$ cat config.mk
export PLATFORM = sky130hd
export DESIGN_NAME = barrel_shift_sequencer_flat
export DESIGN_NICKNAME = d
export VERILOG_FILES = /design/src/rtl/barrel_shift_sequencer_if.sv /design/src/rtl/barrel_shift_sequencer.sv /design/src/flat_wrapper.sv
export SDC_FILE = /design/constraint.sdc
export NUM_CORES = 1
export LEC_CHECK = 0
export CAP_MARGIN = 20
export CELL_PAD_IN_SITES_DETAIL_PLACEMENT = 1
export CELL_PAD_IN_SITES_GLOBAL_PLACEMENT = 1
export CORE_AREA = 2 2 56 58
export DETAILED_ROUTE_END_ITERATION = 12
export DIE_AREA = 0 0 58 60
export PLACE_DENSITY_LB_ADDON = 0.3
export SETUP_SLACK_MARGIN = 0.1
export SLEW_MARGIN = 20
export SYNTH_ARGS = -nofsm -noshare
export SYNTH_HDL_FRONTEND = slang
export SYNTH_SLANG_ARGS = --single-unit
export TNS_END_PERCENT = 30
$ cat constraint.sdc
create_clock -name clk -period 2.45 [get_ports clk]
set_clock_uncertainty 0.2 [all_clocks]
set_input_delay 0.245 -clock clk [delete_from_list [all_inputs] [get_ports clk]]
set_output_delay 0.245 -clock clk [all_outputs]
set_load 0.02 [all_outputs]
$ cat src/rtl/barrel_shift_sequencer_if.sv
// Command / shifter / result bundle for barrel_shift_sequencer.
// res_zero exists only when SHIFT_SEQ_ZERO_FLAG_EN is defined.
interface barrel_shift_sequencer_if #(
  parameter int AMT_W = 4
);
  // valid/ready: a transfer occurs on a rising clk edge where valid && ready.
  // The producer holds its payload stable while valid=1 and ready=0.
  logic             cmd_valid;
  logic             cmd_ready;
  logic             cmd_select;
  logic             cmd_direction;
  logic [AMT_W-1:0] cmd_amount;
  logic [3:0]       cmd_data;

  logic             sh_select;
  logic             sh_direction;
  logic [1:0]       sh_shift_value;
  logic [3:0]       sh_din;
  logic [3:0]       sh_dout;

  logic             res_valid;
  logic             res_ready;
  logic [3:0]       res_data;
`ifdef SHIFT_SEQ_ZERO_FLAG_EN
  logic             res_zero;
`endif

  modport master (
    input  cmd_valid, cmd_select, cmd_direction, cmd_amount, cmd_data,
    input  sh_dout, res_ready,
    output cmd_ready, sh_select, sh_direction, sh_shift_value, sh_din,
`ifdef SHIFT_SEQ_ZERO_FLAG_EN
    output res_zero,
`endif
    output res_valid, res_data
  );

  modport slave (
    output cmd_valid, cmd_select, cmd_direction, cmd_amount, cmd_data,
    output sh_dout, res_ready,
    input  cmd_ready, sh_select, sh_direction, sh_shift_value, sh_din,
`ifdef SHIFT_SEQ_ZERO_FLAG_EN
    input  res_zero,
`endif
    input  res_valid, res_data
  );
endinterface

$ cat src/rtl/barrel_shift_sequencer.sv
// Splits a shift/rotate command into passes of at most 3 through an external
// 4-bit barrel shifter. Optional res_zero flag: define SHIFT_SEQ_ZERO_FLAG_EN.
module barrel_shift_sequencer #(
  parameter int AMT_W = 4
) (
  input  logic                         clk,
  input  logic                         rst,
  barrel_shift_sequencer_if.master     bus,
  output logic [1:0]                   dbg_state
);

  typedef enum logic [1:0] {
    IDLE = 2'd0,
    RUN  = 2'd1,
    DONE = 2'd2
  } state_t;

  state_t           state;
  logic [3:0]       work;
  logic [AMT_W-1:0] remaining;
  logic             sel_q;
  logic             dir_q;

  logic [AMT_W+1:0] rem_wide;
  logic [1:0]       step;
  logic [AMT_W-1:0] rem_next;

  // Widened copy keeps the min(remaining,3) compare legal for any AMT_W.
  always_comb begin
    rem_wide = {2'b00, remaining};
    step     = (rem_wide >= (AMT_W+2)'(3)) ? 2'd3 : rem_wide[1:0];
    rem_next = remaining - AMT_W'(step);
  end

  always_comb begin
    bus.cmd_ready      = (state == IDLE);
    bus.sh_select      = sel_q;
    bus.sh_direction   = dir_q;
    bus.sh_din         = work;
    bus.sh_shift_value = (state == RUN) ? step : 2'd0;
  end

  assign dbg_state = state;

  always_ff @(posedge clk) begin
    if (rst) begin
      state         <= IDLE;
      work          <= 4'd0;
      remaining     <= '0;
      sel_q         <= 1'b0;
      dir_q         <= 1'b0;
      bus.res_valid <= 1'b0;
      bus.res_data  <= 4'd0;
`ifdef SHIFT_SEQ_ZERO_FLAG_EN
      bus.res_zero  <= 1'b0;
`endif
    end else begin
      case (state)
        IDLE: begin
          if (bus.cmd_valid) begin
            sel_q     <= bus.cmd_select;
            dir_q     <= bus.cmd_direction;
            work      <= bus.cmd_data;
            remaining <= bus.cmd_amount;
            state     <= RUN;
          end
        end
        RUN: begin
          // Amount 0 still makes one pass, so the exit test follows the update.
          work      <= bus.sh_dout;
          remaining <= rem_next;
          if (rem_next == '0) begin
            state         <= DONE;
            bus.res_valid <= 1'b1;
            bus.res_data  <= bus.sh_dout;
`ifdef SHIFT_SEQ_ZERO_FLAG_EN
            bus.res_zero  <= (bus.sh_dout == 4'b0000);
`endif
          end
        end
        DONE: begin
          if (bus.res_ready) begin
            state         <= IDLE;
            bus.res_valid <= 1'b0;
          end
        end
        default: state <= IDLE;
      endcase
    end
  end

endmodule

$ cat src/flat_wrapper.sv
// flat-port wrapper written by rule: the top's interface ports become plain ports
module barrel_shift_sequencer_flat 
#(
  parameter int AMT_W = 4
)
  (clk, rst, dbg_state, bus_cmd_valid, bus_cmd_select, bus_cmd_direction, bus_cmd_amount, bus_cmd_data, bus_sh_dout, bus_res_ready, bus_cmd_ready, bus_sh_select, bus_sh_direction, bus_sh_shift_value, bus_sh_din, bus_res_valid, bus_res_data);
  barrel_shift_sequencer_if #(.AMT_W(AMT_W)) bus_i ();
  input  logic clk;
  input  logic rst;
  output logic [1:0] dbg_state;
  input wire logic [$bits(bus_i.cmd_valid)-1:0] bus_cmd_valid;
  input wire logic [$bits(bus_i.cmd_select)-1:0] bus_cmd_select;
  input wire logic [$bits(bus_i.cmd_direction)-1:0] bus_cmd_direction;
  input wire logic [$bits(bus_i.cmd_amount)-1:0] bus_cmd_amount;
  input wire logic [$bits(bus_i.cmd_data)-1:0] bus_cmd_data;
  input wire logic [$bits(bus_i.sh_dout)-1:0] bus_sh_dout;
  input wire logic [$bits(bus_i.res_ready)-1:0] bus_res_ready;
  output wire logic [$bits(bus_i.cmd_ready)-1:0] bus_cmd_ready;
  output wire logic [$bits(bus_i.sh_select)-1:0] bus_sh_select;
  output wire logic [$bits(bus_i.sh_direction)-1:0] bus_sh_direction;
  output wire logic [$bits(bus_i.sh_shift_value)-1:0] bus_sh_shift_value;
  output wire logic [$bits(bus_i.sh_din)-1:0] bus_sh_din;
  output wire logic [$bits(bus_i.res_valid)-1:0] bus_res_valid;
  output wire logic [$bits(bus_i.res_data)-1:0] bus_res_data;
  assign bus_i.cmd_valid = bus_cmd_valid;
  assign bus_i.cmd_select = bus_cmd_select;
  assign bus_i.cmd_direction = bus_cmd_direction;
  assign bus_i.cmd_amount = bus_cmd_amount;
  assign bus_i.cmd_data = bus_cmd_data;
  assign bus_i.sh_dout = bus_sh_dout;
  assign bus_i.res_ready = bus_res_ready;
  assign bus_cmd_ready = bus_i.cmd_ready;
  assign bus_sh_select = bus_i.sh_select;
  assign bus_sh_direction = bus_i.sh_direction;
  assign bus_sh_shift_value = bus_i.sh_shift_value;
  assign bus_sh_din = bus_i.sh_din;
  assign bus_res_valid = bus_i.res_valid;
  assign bus_res_data = bus_i.res_data;
  barrel_shift_sequencer #(.AMT_W(AMT_W)) u_core (.clk(clk), .rst(rst), .bus(bus_i), .dbg_state(dbg_state));
endmodule
==> metrics.md <==
| Metric | Value |
|---|---|
| Vias post-DR | `747` |
| Port Buf Inserts | `33` |
| Post-Synth XOR/XNOR Area | `0%` |
| Maximum fanout along the worst path | `11` |
| Area post-placement | `~1100 sq um` |
| Sw power | `around 0.00026 W` |
| Synthesized area | `between 800 and 900 sq um` |
| Netlist cell types | `30` |
| Synth Area in Adders | `under 10%` |
| CTS tree | `done` |
| Arrival time at the worst endpoint | `about 1.7 ns` |
| Syn nets | `111` |
| Number of fill cells | `around 350` |
| Clock power frac | `roughly 20%` |
| First-pass iteration count of the detailed router | `4` |
| # IOs | `34` |
| Final Max Tran Viols | `0` |
| Sw frac | `between 30% and 40%` |
| Critical Path Max Stage Delay | `approximately 0.61 ns` |
| Num CTS Buffers | `3` |
| HPWL Detailed | `around 1.6 mm` |
| Peak VDD IR | `0.335 mV` |
| Final Wtd Congestion | `0.766` |
| CTS H-Tree Depth | `1` |
| Initial Utilization | `between 20 and 30%` |
| Number of nets still failing antenna checks after routing | `0` |
| Clock-pin slew on the worst setup and hold paths | `around 0.10 ns` |
| Slowest stage cell, crit path | `clkdlybuf4s50_1` |
| Post-synthesis compound-gate area fraction | `10.8%` |
| Nets | `roughly 140` |
| Latest clock arrival within the worst-skew pair | `approximately 0.28 ns` |
| Int Power | `about 0.00051 W` |
| Post-synthesis mux area share | `under 10%` |
| Worst setup EP type | `output pin` |
| Layout area overhead | `44.5%` |
| Overflow left after global routing | `0` |
| Req. time, crit path | `between 2 and 2.5 ns` |
| Yosys warning count | `0` |
| Status | `finished clean` |
| Core footprint | `roughly 2900 sq um` |
| Element type at the critical path start | `flip-flop` |
| Initial drt markers | `11` |
| Fmax | `0.462 GHz` |
| Drt drc | `0` |
| Syn avg cell area | `a little under 9 sq um` |
| Min-delay worst type | `flip-flop to flip-flop` |
| Largest family of logic cells by synthesized area | `simple AND/OR/NAND/NOR gates` |
| Synth Instances | `between 90 and 100` |
| Maximum clock path buffer count | `2` |
| Vias per cell | `~4.8` |
| Top Family by Delay on Critical Path | `buffers and inverters` |
| Combinational Power Share | `35.5%` |
| Reg area | `between 300 and 400 sq um` |
| Critical Path, Cell by Cell | `nand2b_1, nor2_1, clkdlybuf4s50_1` |
| Hold buffers post-CTS | `0` |
| Sequential power share | `roughly 45%` |
| Vias in the first global route | `770` |
| Diode count | `0` |
| Fin crit share | `88.3%` |
| Sequential fraction of the synthesis area | `between 40% and 50%` |
| Crit Path Category | `flip-flop to output pin` |
| Die X | `just under 60 microns` |
| Simple-gate portion of the synthesized area | `about 33%` |
| Die Ht | `approximately 60 microns` |
| RSZ-0062 raised after global routing | `false` |
| GRT Overall Usage | `between 10% and 20%` |
| Slew of the pin with the lowest slew margin | `~0.69 ns` |
| Multi-input logic area | `about 420 sq um` |
| Pwr/cell area | `657 nW/um^2` |
| Highest-count cells in the layout ignoring fill and taps | `clkdlybuf4s50_1, nor2_1, dfxtp_1, nor3_1, nand2_1` |
| Worst Path Buf+Inv | `1` |
| Root Buffer Master | `clkbuf_4` |
| Avg WL per Cell | `roughly 14 microns` |
| Tmin final | `2.16 ns` |
| WL final | `~2.1 mm` |
| Row Count | `20` |
| Leak | `0.427 nW` |
| Final hold viol count | `0` |
| Global-route wire length before repair | `3.50 mm` |
| Setup violators final | `0` |
| Yosys top cell area share | `a little over two fifths` |
| Commonest non-fill, non-tap cell in the layout | `clkdlybuf4s50_1` |
| Area leader, netlist | `dfxtp_1` |
| Synth area leaders | `dfxtp_1, nor2_1, mux2i_1` |
| Synth Register Bits | `17` |
| Antenna violations before repair | `0` |
| Share of cells above drive strength 1 | `10.6%` |
| Sinks on Clock Net | `17` |
| Slew HR | `53.9%` |
| Post-route cell area | `1170 sq um` |
| Setup_tns | `0 ns` |
| Max cap viols | `0` |
| Largest net degree at the start of global routing | `18` |
| Die Footprint | `approximately 3500 sq um` |
worst min-delay path, stage by stage (launching register included):
cell and delay [ns]:
dfxtp_1 0.32, nand2_1 0.05, a21oi_1 0.05
sequential cells by signal, summed over array words and instances (netlist names):
name and flops:
u_core.remaining 4, u_core.bus.sh_direction 1, u_core.bus.sh_din 4, u_core.dbg_state 2, u_core.bus.res_valid 1, u_core.bus.sh_select 1
u_core.bus.res_data 4
path summary, 6_finish.rpt:
kind                                           start                     to  slack (ns)  depth (start not counted)
worst max-delay path             u_core.dbg_state[1]  bus_sh_shift_value[0]        0.29                          3
worst min-delay path            u_core.bus.sh_select   u_core.bus.sh_select        0.27                          2
worst max register to register   u_core.remaining[2]    u_core.remaining[2]        0.39                          5
worst min register to register  u_core.bus.sh_select   u_core.bus.sh_select        0.27                          2
metal layers:
metal	wire length [microns]	vias to the layer above	track usage [%]
li1	-	384	-
met5	0	-	0
met4	13	0	4.98
met1	993	341	15.3
met2	1030	20	24.4
met3	103	2	1.95
cells in the mapped netlist:
| cell | number |
|---|---|
| a2111oi_2 | 1 |
| a211oi_1 | 1 |
| a21o_2 | 1 |
| a21oi_1 | 5 |
| a2bb2oi_1 | 1 |
| and2b_4 | 1 |
| buf_1 | 1 |
| buf_2 | 1 |
| buf_4 | 1 |
| buf_6 | 2 |
| clkbuf_1 | 1 |
| clkbuf_2 | 1 |
| dfxtp_1 | 17 |
| ha_1 | 1 |
| mux2_2 | 1 |
| mux2i_1 | 4 |
| nand2_1 | 6 |
| nand2b_1 | 1 |
| nand3b_1 | 1 |
| nor2_1 | 23 |
| nor2b_1 | 1 |
| nor3_1 | 7 |
| nor3b_1 | 1 |
| nor3b_4 | 1 |
| nor4_1 | 5 |
| nor4b_4 | 1 |
| o211ai_1 | 1 |
| o21bai_1 | 2 |
| or2_2 | 1 |
| or3b_1 | 1 |
cells by family after synthesis:
| kind of cell | count (synthesis) |
|---|---|
| adders and majority gates | 1 |
| DFF | 17 |
| muxes | 5 |
| buffers and inverters | 7 |
| and+or+nand+nor | 50 |
| AOI/OAI and AO/OA | 12 |
area by class of cell:
| class | count | share of cell area, % |
|---|---|---|
| multi-input cells | 68 | 36.0 |
| flip-flops and latches | 17 | 29.2 |
| repair buffers | 34 | 28.9 |
| well taps | 33 | 3.53 |
| clock buffers | 3 | 1.93 |
| clock inverters | 1 | 0.428 |
power groups by stage:
stage               clock, W  sequential [W]  combinational (W)
global placement           0        0.000349           0.000270
CTS                 0.000157        0.000346           0.000279
detailed placement         0        0.000352           0.000277
floorplan                  0        0.000360           0.000158
global route        0.000169        0.000352           0.000297
finish              0.000150        0.000346           0.000273
repair_timing:
action / CTS / global route
endpoints found under the setup margin: 0 / 2
setup buffers: 0 / 0
resized for setup: 0 / 1
per-stage QoR:
step                      setup WS [ns]  hold slack (ns)  utilization (%)  total power (W)  std cells
after CTS                         0.176            0.268             40.3         0.000781        156
after global routing              0.166            0.288             40.3         0.000818        156
after detailed placement          0.423            0.253             39.3         0.000629        152
after global placement            0.519            0.244             39.3         0.000619        152
final                             0.286            0.267             40.3         0.000769        156
after floorplan                   0.615            0.181                -         0.000518         92
Note: power is estimated with default switching activity, not from simulation.
